`config.mk`:
```
export PLATFORM = sky130hd
export DESIGN_NAME = fifo_buffer_param
export DESIGN_NICKNAME = d
export VERILOG_FILES = /design/src/rtl/fifo_buffer_param.sv
export SDC_FILE = /design/constraint.sdc
export NUM_CORES = 1
export LEC_CHECK = 0
export CORE_MARGIN = 5
export CORE_UTILIZATION = 45
export DETAILED_ROUTE_END_ITERATION = 16
export REMOVE_ABC_BUFFERS = 1
export SLEW_MARGIN = 5
export SYNTH_ARGS = -nofsm -noshare
export SYNTH_HDL_FRONTEND = slang
export SYNTH_SLANG_ARGS = --single-unit
export TNS_END_PERCENT = 100
```
`constraint.sdc`:
```
create_clock -name clk -period 7.6 [get_ports clk]
set_clock_uncertainty 0.2 [all_clocks]
set_input_delay 1.14 -clock clk [delete_from_list [all_inputs] [get_ports clk]]
set_output_delay 1.14 -clock clk [all_outputs]
set_load 0.05 [all_outputs]
```
`src/rtl/fifo_buffer_param.sv`:
```
// fifo_buffer_param: synchronous single-clock FIFO with occupancy count,
// almost-full/almost-empty thresholds and a one-cycle registered read port.
// Optional error tracking (sticky overflow/underflow) is compiled in by
// defining the macro FIFO_ERR_FLAGS_EN; without it both flags read as 0.
module fifo_buffer_param #(
  parameter int width            = 8,
  parameter int depth            = 4,
  parameter int almost_full_thr  = 2**depth - 2,
  parameter int almost_empty_thr = 2
) (
  input  logic             clk,
  input  logic             reset,
  input  logic             write,
  input  logic [width-1:0] w_data,
  input  logic             read,
  output logic [width-1:0] r_data,
  output logic             r_valid,
  output logic             empty,
  output logic             full,
  output logic             almost_empty,
  output logic             almost_full,
  output logic [depth:0]   count,
  output logic             overflow,
  output logic             underflow,
  input  logic             err_clr
);

  localparam int           CAP_INT = 1 << depth;
  localparam logic [depth:0] CAP   = CAP_INT[depth:0];
  localparam logic [depth:0] AF_THR = almost_full_thr[depth:0];
  localparam logic [depth:0] AE_THR = almost_empty_thr[depth:0];

  logic [width-1:0] mem [CAP_INT];
  logic [depth-1:0] w_ptr;
  logic [depth-1:0] r_ptr;
  logic             rd_ok;
  logic             wr_ok;

  // A read needs stored data; a write may use the slot a same-cycle read frees.
  always_comb begin
    rd_ok = read && !empty;
    wr_ok = write && (!full || rd_ok);
  end

  // Status flags come straight from the registered occupancy.
  always_comb begin
    empty        = (count == '0);
    full         = (count == CAP);
    almost_full  = (count >= AF_THR);
    almost_empty = (count <= AE_THR);
  end

  // Storage array; no reset so it maps to plain RAM, stale entries are unreachable.
  always_ff @(posedge clk) begin
    if (!reset && wr_ok) begin
      mem[w_ptr] <= w_data;
    end
  end

  // Pointers, occupancy and the registered read port.
  always_ff @(posedge clk) begin
    if (reset) begin
      w_ptr   <= '0;
      r_ptr   <= '0;
      count   <= '0;
      r_data  <= '0;
      r_valid <= 1'b0;
    end else begin
      r_valid <= rd_ok;
      if (wr_ok) begin
        w_ptr <= w_ptr + depth'(1);
      end
      if (rd_ok) begin
        r_data <= mem[r_ptr];
        r_ptr  <= r_ptr + depth'(1);
      end
      if (wr_ok && !rd_ok) begin
        count <= count + (depth+1)'(1);
      end else if (rd_ok && !wr_ok) begin
        count <= count - (depth+1)'(1);
      end
    end
  end

`ifdef FIFO_ERR_FLAGS_EN
  // Sticky error flags; a new error event wins over a simultaneous clear.
  always_ff @(posedge clk) begin
    if (reset) begin
      overflow  <= 1'b0;
      underflow <= 1'b0;
    end else begin
      if (write && !wr_ok) begin
        overflow <= 1'b1;
      end else if (err_clr) begin
        overflow <= 1'b0;
      end
      if (read && !rd_ok) begin
        underflow <= 1'b1;
      end else if (err_clr) begin
        underflow <= 1'b0;
      end
    end
  end
`else
  logic unused_err_clr;

  // Error tracking is compiled out: flags tie low and the clear input is ignored.
  always_comb begin
    overflow       = 1'b0;
    underflow      = 1'b0;
    unused_err_clr = err_clr;
  end
`endif

endmodule

```
==> results of run 1 <==
cell type report:
class                      count  share of cell area, %
sequential                   150                   61.1
clock inverter                 5                  0.356
timing repair buffer          30                   4.24
inverter                       5                  0.267
multi-input combinational    216                   23.9
clock buffer                  27                   7.02
tap                          176                   3.14
layer usage:
metal / global-route usage (%) / vias up / wire length [um]
met1: 22.0 / 1602 / 5530
met5: 0 / - / 0
met4: 6.06 / 0 / 198
met2: 24.3 / 83 / 5720
li1: - / 1564 / -
met3: 3.78 / 13 / 637
cell families after synthesis:
group	count (synthesis)	synth area share (%)
AOI/OAI and AO/OA	53	6.69
xor gates and xnor gates	8	1.15
adders and majority gates	10	2.17
buffers and inverters	30	2.48
DFF	150	70.1
muxes	69	11.4
other	1	0.0614
and+or+nand+nor	74	5.96
tightest hold or removal path, delay by kind of cell, from the launching register on:
kind / cells / cell delay (ns)
flip-flops: 1 / 0.30
AND/OR/NAND/NOR: 1 / 0.12
AO/OA/AOI/OAI: 1 / 0.05
metrics by stage:
step | hold WS, ns | total power, W
floorplan | 0.318 | 0.00133
global placement | 0.318 | 0.00150
detailed placement | 0.320 | 0.00150
CTS | 0.333 | 0.00223
global route | 0.358 | 0.00231
finish | 0.330 | 0.00221
synth_stat cells (all sizes together) (2+ instances only):
cell type / count
nand3b: 4
dfxtp: 22
or3b: 3
buf: 12
ha: 9
xnor2: 3
or3: 2
nand3: 2
nor4: 8
nor2: 42
o22ai: 32
inv: 5
nand2: 8
a211oi: 8
clkbuf: 13
xor2: 5
a21oi: 4
o211ai: 2
mux2i: 67
mux2: 2
edfxtp: 128
a21o: 2
sequential cells by signal (all words and copies together) (netlist names):
name / cells
w_ptr: 4
mem: 128
r_valid: 1
r_data: 8
count: 5
r_ptr: 4
worst max path at each step:
stage	start	endpoint
final	read	count[4]$_SDFFE_PP0P_
after global routing	read	count[4]$_SDFFE_PP0P_
after CTS	read	count[4]$_SDFFE_PP0P_
after detailed placement	read	count[4]$_SDFFE_PP0P_
after global placement	read	count[4]$_SDFFE_PP0P_
after floorplan	count[1]$_SDFFE_PP0P_	almost_empty
power by group through the flow:
| stage | Sequential (W) | Clock (W) | Combinational [W] |
|---|---|---|---|
| 2_1_floorplan | 0.00108 | 0 | 0.000251 |
| 3_3_place_gp | 0.000997 | 0 | 0.000499 |
| 3_5_place_dp | 0.00100 | 0 | 0.000500 |
| 4_1_cts | 0.000984 | 0.000739 | 0.000505 |
| 5_1_grt | 0.000991 | 0.000781 | 0.000539 |
| 6_report | 0.000983 | 0.000728 | 0.000501 |
==> out/metrics.cfg, run 1 <==
[setup_path]
rr_worst_depth=10
r2r_start=count[0]$_SDFFE_PP0P_
cp_num_buf_inv=3
cpPeakStageDelay_ns=0.71
path_cells=clkdlybuf4s50_1 -> o21a_1 -> inv_1 -> ha_1 -> inv_1 -> ha_1 -> a21o_1 -> a21oi_1 -> mux2i_1 -> mux2_2
crit_family=compound AO/OA/AOI/OAI gates
crit_path_max_fanout=19
critPathLaunchType=primary input
arrival_ns=4.26
r2r_end=count[4]$_SDFFE_PP0P_
slowest_stage=o21a_1
path_depth=10
critPathCaptureType=flip-flop
worstSetupPathType=primary input to flip-flop
worstPathRequired_ns=7.70
worst-r2r-setup-slack_ns=3.80

[power]
vdd_drop_max_uv=277
p_seq_share_pct=44.5
power_density_nw_per_um2=315
sw_frac_of_total_pct=30.0
switching_power_w=0.000663
clkPwrFrac_pct=32.9
p_leak_nw=2.19
p_int_w=0.00155
pwr-share-comb_pct=22.6

[floorplan]
die_area_um2=16000
ios=33
initial_core_util_pct=46.0
core_um2=13300
row_count=42
die_w_um=127
die_height_um=127

[synthesis]
synth_edf_count=128
synth-async-reset-ratio_pct=0
avgSynthCellArea_um2=15.5
ys_warn_count=0
ys_ff_latch=150
synth_top_flop_cell=edfxtp_1
synth_top_area_share_pct=62.9
synth_seq_area_share_pct=70.1
synthDistinctLibCells=37
yosys.area.top_type=edfxtp_1
netlist_top_cells_area=edfxtp_1 63%, mux2i_1 11%, dfxtp_1 7.2%, o22ai_1 3.3%, nor2_1 2.6%
synth_area_um2=6110
synth_cells=395

[route]
ant_nets=0
first_pass_iters=4
via_per_inst=5.36
drt_wl_total_um=12100
drc=0
via_count=3262
wl_per_cell_um=19.8
drt_iter0_markers=276

[sta]
period_minus_slack_ns=4.16
rsz0062_at_grt=false
fin_tns_setup_ns=0
finalMaxSlewViolations=0
worst_pin_slew_ns=1.16
post-route-period-util_pct=54.8
timing.final.ws_setup_ns=3.44
fmax_mhz=240
relSlewSlack_pct=22.4
finalSetupViolCount=0
finalHoldViolCount=0

[clocking]
clkLatencyLatePin_ns=0.41
clk_path_buf_depth=2
post_cts_buffers=0
numClockSinks=150
cts_buffers=17
post_cts_resized=0
cts_root_buf=clkbuf_16
cts_tree=yes
cts-htree-levels=4
cts_hold_buffers=0
cts.clk_slew.worst_paths_ns=0.06

[global_routing]
grt_first_pass_wirelength_um=18600
grt-ovfl-total=0
grt_start_max_net_pins=67
antenna_found_initial=0
grt_usage_pct=15.8
grt_pass1_vias=3251

[final_layout]
fill_cells=1090
final_cell_area_um2=7020
fin_util_pct=52.8
final_cell_mix=128 x edfxtp_1, 67 x mux2i_1, 42 x nor2_1
fin_nets=443
drive_gt1_share_pct=9.70
final_common_cell=edfxtp_1
ff_latch_area_um2=4290
diodes=0
area_growth_pct=14.9
fin_cells=609
multi_input_area_um2=1680

[placed_design]
place_area_um2=6500
dp_hpwl_um=7560
place.port_buffers=29
pre_cts_ws_ns=2.97
dp_cells=577
gp_congestion=0.771

[run]
cap_violations=0

[min_path]
min_to=r_data[4]$_SDFFE_PP0N_
worstHoldStart=r_data[4]$_SDFFE_PP0N_
min_path_type=flip-flop to flip-flop
hold_depth=2

[run_status]
status=complete, no violations

Note: power is estimated with default switching activity, not from simulation.
==> inputs of run 2 (changes only) <==
clock period = 4.25 ns   (was 7.6 ns; I/O delays follow)
==> out/metrics.cfg, run 2 (same netlist as run 1, synthesis figures left out) <==
[sta]
fin_tns_setup_ns=0  ; unchanged
finalSetupViolCount=0  ; unchanged
worst_pin_slew_ns=0.857  ; -0.306 ns
post-route-period-util_pct=80.7
finalHoldViolCount=0  ; unchanged
fmax_mhz=291
period_minus_slack_ns=3.43
rsz0062_at_grt=false
finalMaxSlewViolations=0  ; unchanged
relSlewSlack_pct=42.6  ; +20 points

[power]
vdd_drop_max_uv=491  ; +77%
p_leak_nw=2.24  ; +2.2%
power_density_nw_per_um2=581  ; +84%

[final_layout]
reg_top3=mem (128), r_data (8), count (5)
area_growth_pct=16.4
ff_latch_area_um2=4290  ; unchanged
fill_cells=1067  ; -2.1%
final_cell_mix=128 x edfxtp_1, 67 x mux2i_1, 42 x nor2_1
drive_gt1_share_pct=11.0  ; +1.3 points
fin_nets=446  ; +0.68%
top_register=mem
final_common_cell=edfxtp_1
multi_input_area_um2=1680  ; unchanged
largest_reg_flops=128  ; unchanged
final_cell_area_um2=7120  ; +1.3%
diodes=0  ; unchanged

[global_routing]
grt_start_max_net_pins=48  ; -28%
grt_first_pass_wirelength_um=19300  ; +3.8%
grt_pass1_vias=3364  ; +3.5%
grt-ovfl-total=0  ; unchanged
grt_usage_pct=16.4  ; +0.55 points
antenna_found_initial=0  ; unchanged

[setup_path]
arrival_ns=3.54  ; -0.72 ns
crit_path_max_fanout=7  ; -12
worstSetupPathType=flip-flop to flip-flop
critPathCaptureType=flip-flop
critPathLaunchType=flip-flop
worstPathRequired_ns=4.36  ; -3.34 ns

[floorplan]
initial_core_util_pct=46.0  ; unchanged
die_area_um2=16000  ; unchanged
die_height_um=127  ; unchanged
ios=33  ; unchanged
row_count=42  ; unchanged
core_um2=13300  ; unchanged
die_w_um=127  ; unchanged

[route]
ant_nets=0  ; unchanged
drt_iter0_markers=266  ; -3.6%
via_per_inst=5.42  ; +1.2%
via_count=3318  ; +1.7%
drc=0  ; unchanged
wl_per_cell_um=20.2  ; +1.9%
drt_wl_total_um=12400  ; +2.4%
first_pass_iters=4  ; unchanged

[placed_design]
dp_hpwl_um=7890  ; +4.3%
gp_congestion=0.788  ; +2.3%
place_area_um2=6530  ; +0.35%
place.port_buffers=29  ; unchanged

[min_path]
min_path_type=flip-flop to flip-flop

[clocking]
numClockSinks=150  ; unchanged
clkLatencyLatePin_ns=0.42  ; about the same
cts_tree=yes
clk_path_buf_depth=2  ; unchanged
cts_root_buf=clkbuf_16
cts-htree-levels=4  ; unchanged
cts_buffers=17  ; unchanged
cts_hold_buffers=0  ; unchanged
post_cts_resized=0  ; unchanged
post_cts_buffers=0  ; unchanged
cts.clk_slew.worst_paths_ns=0.06  ; about the same

[run_status]
status=complete, no violations

[run]
cap_violations=0  ; unchanged

-- run 2: cell type report --
cell class | count | share of cell area [%]
clock buffers | 23 | 6.89
repair buffers | 33 | 4.50
multi-input cells | 216 | 23.6
flip-flops and latches | 150 | 60.3
well taps | 176 | 3.09
inverters | 5 | 0.264
clock inverters | 9 | 1.37
-- run 2: worst paths after layout --
| check | to | slack [ns] | start | cells past startpoint |
|---|---|---|---|---|
| max | count[4]$_SDFFE_PP0P_ | 0.82 | count[0]$_SDFFE_PP0P_ | 9 |
| min | r_data[1]$_SDFFE_PP0N_ | 0.33 | r_data[1]$_SDFFE_PP0N_ | 2 |
| max reg2reg | count[4]$_SDFFE_PP0P_ | 0.82 | count[0]$_SDFFE_PP0P_ | 9 |
| min reg2reg | r_data[1]$_SDFFE_PP0N_ | 0.33 | r_data[1]$_SDFFE_PP0N_ | 2 |
-- run 2: routing by layer --
| layer | up-vias | share of wire, % | track usage, % |
|---|---|---|---|
| met1 | 1640 | 43 | 21.6 |
| li1 | 1569 | - | - |
| met5 | - | 0 | 0 |
| met2 | 91 | 48 | 25.5 |
| met4 | 0 | 1.7 | 6.18 |
| met3 | 18 | 7.4 | 5.21 |
-- run 2: critical path: stages (launching register included) --
cell	delay, ns
dfxtp_1	0.38
or4_1	0.71
o31a_1	0.44
ha_1	0.25
inv_1	0.15
ha_1	0.30
a21o_1	0.17
a21oi_1	0.17
mux2i_1	0.21
mux2_2	0.34
-- run 2: power by group --
group	internal [W]	leakage, nW	switching (W)	total [W]
logic	0.000313	0.616	0.000593	0.000906
clock network	0.000927	0.291	0.000543	0.00147
registers	0.00167	1.33	0.0000830	0.00176
-- run 2: metrics by stage --
stage | setup slack [ns] | utilization [%] | hold slack [ns] | std cells | power (W)
after floorplan | 0.326 | - | 0.318 | 371 | 0.00238
after global placement | 0.616 | 49.1 | 0.318 | 580 | 0.00268
after detailed placement | 0.580 | 49.1 | 0.320 | 580 | 0.00269
after CTS | 0.805 | 53.5 | 0.333 | 612 | 0.00416
after global routing | 0.632 | 53.5 | 0.357 | 612 | 0.00431
final | 0.819 | 53.5 | 0.329 | 612 | 0.00413
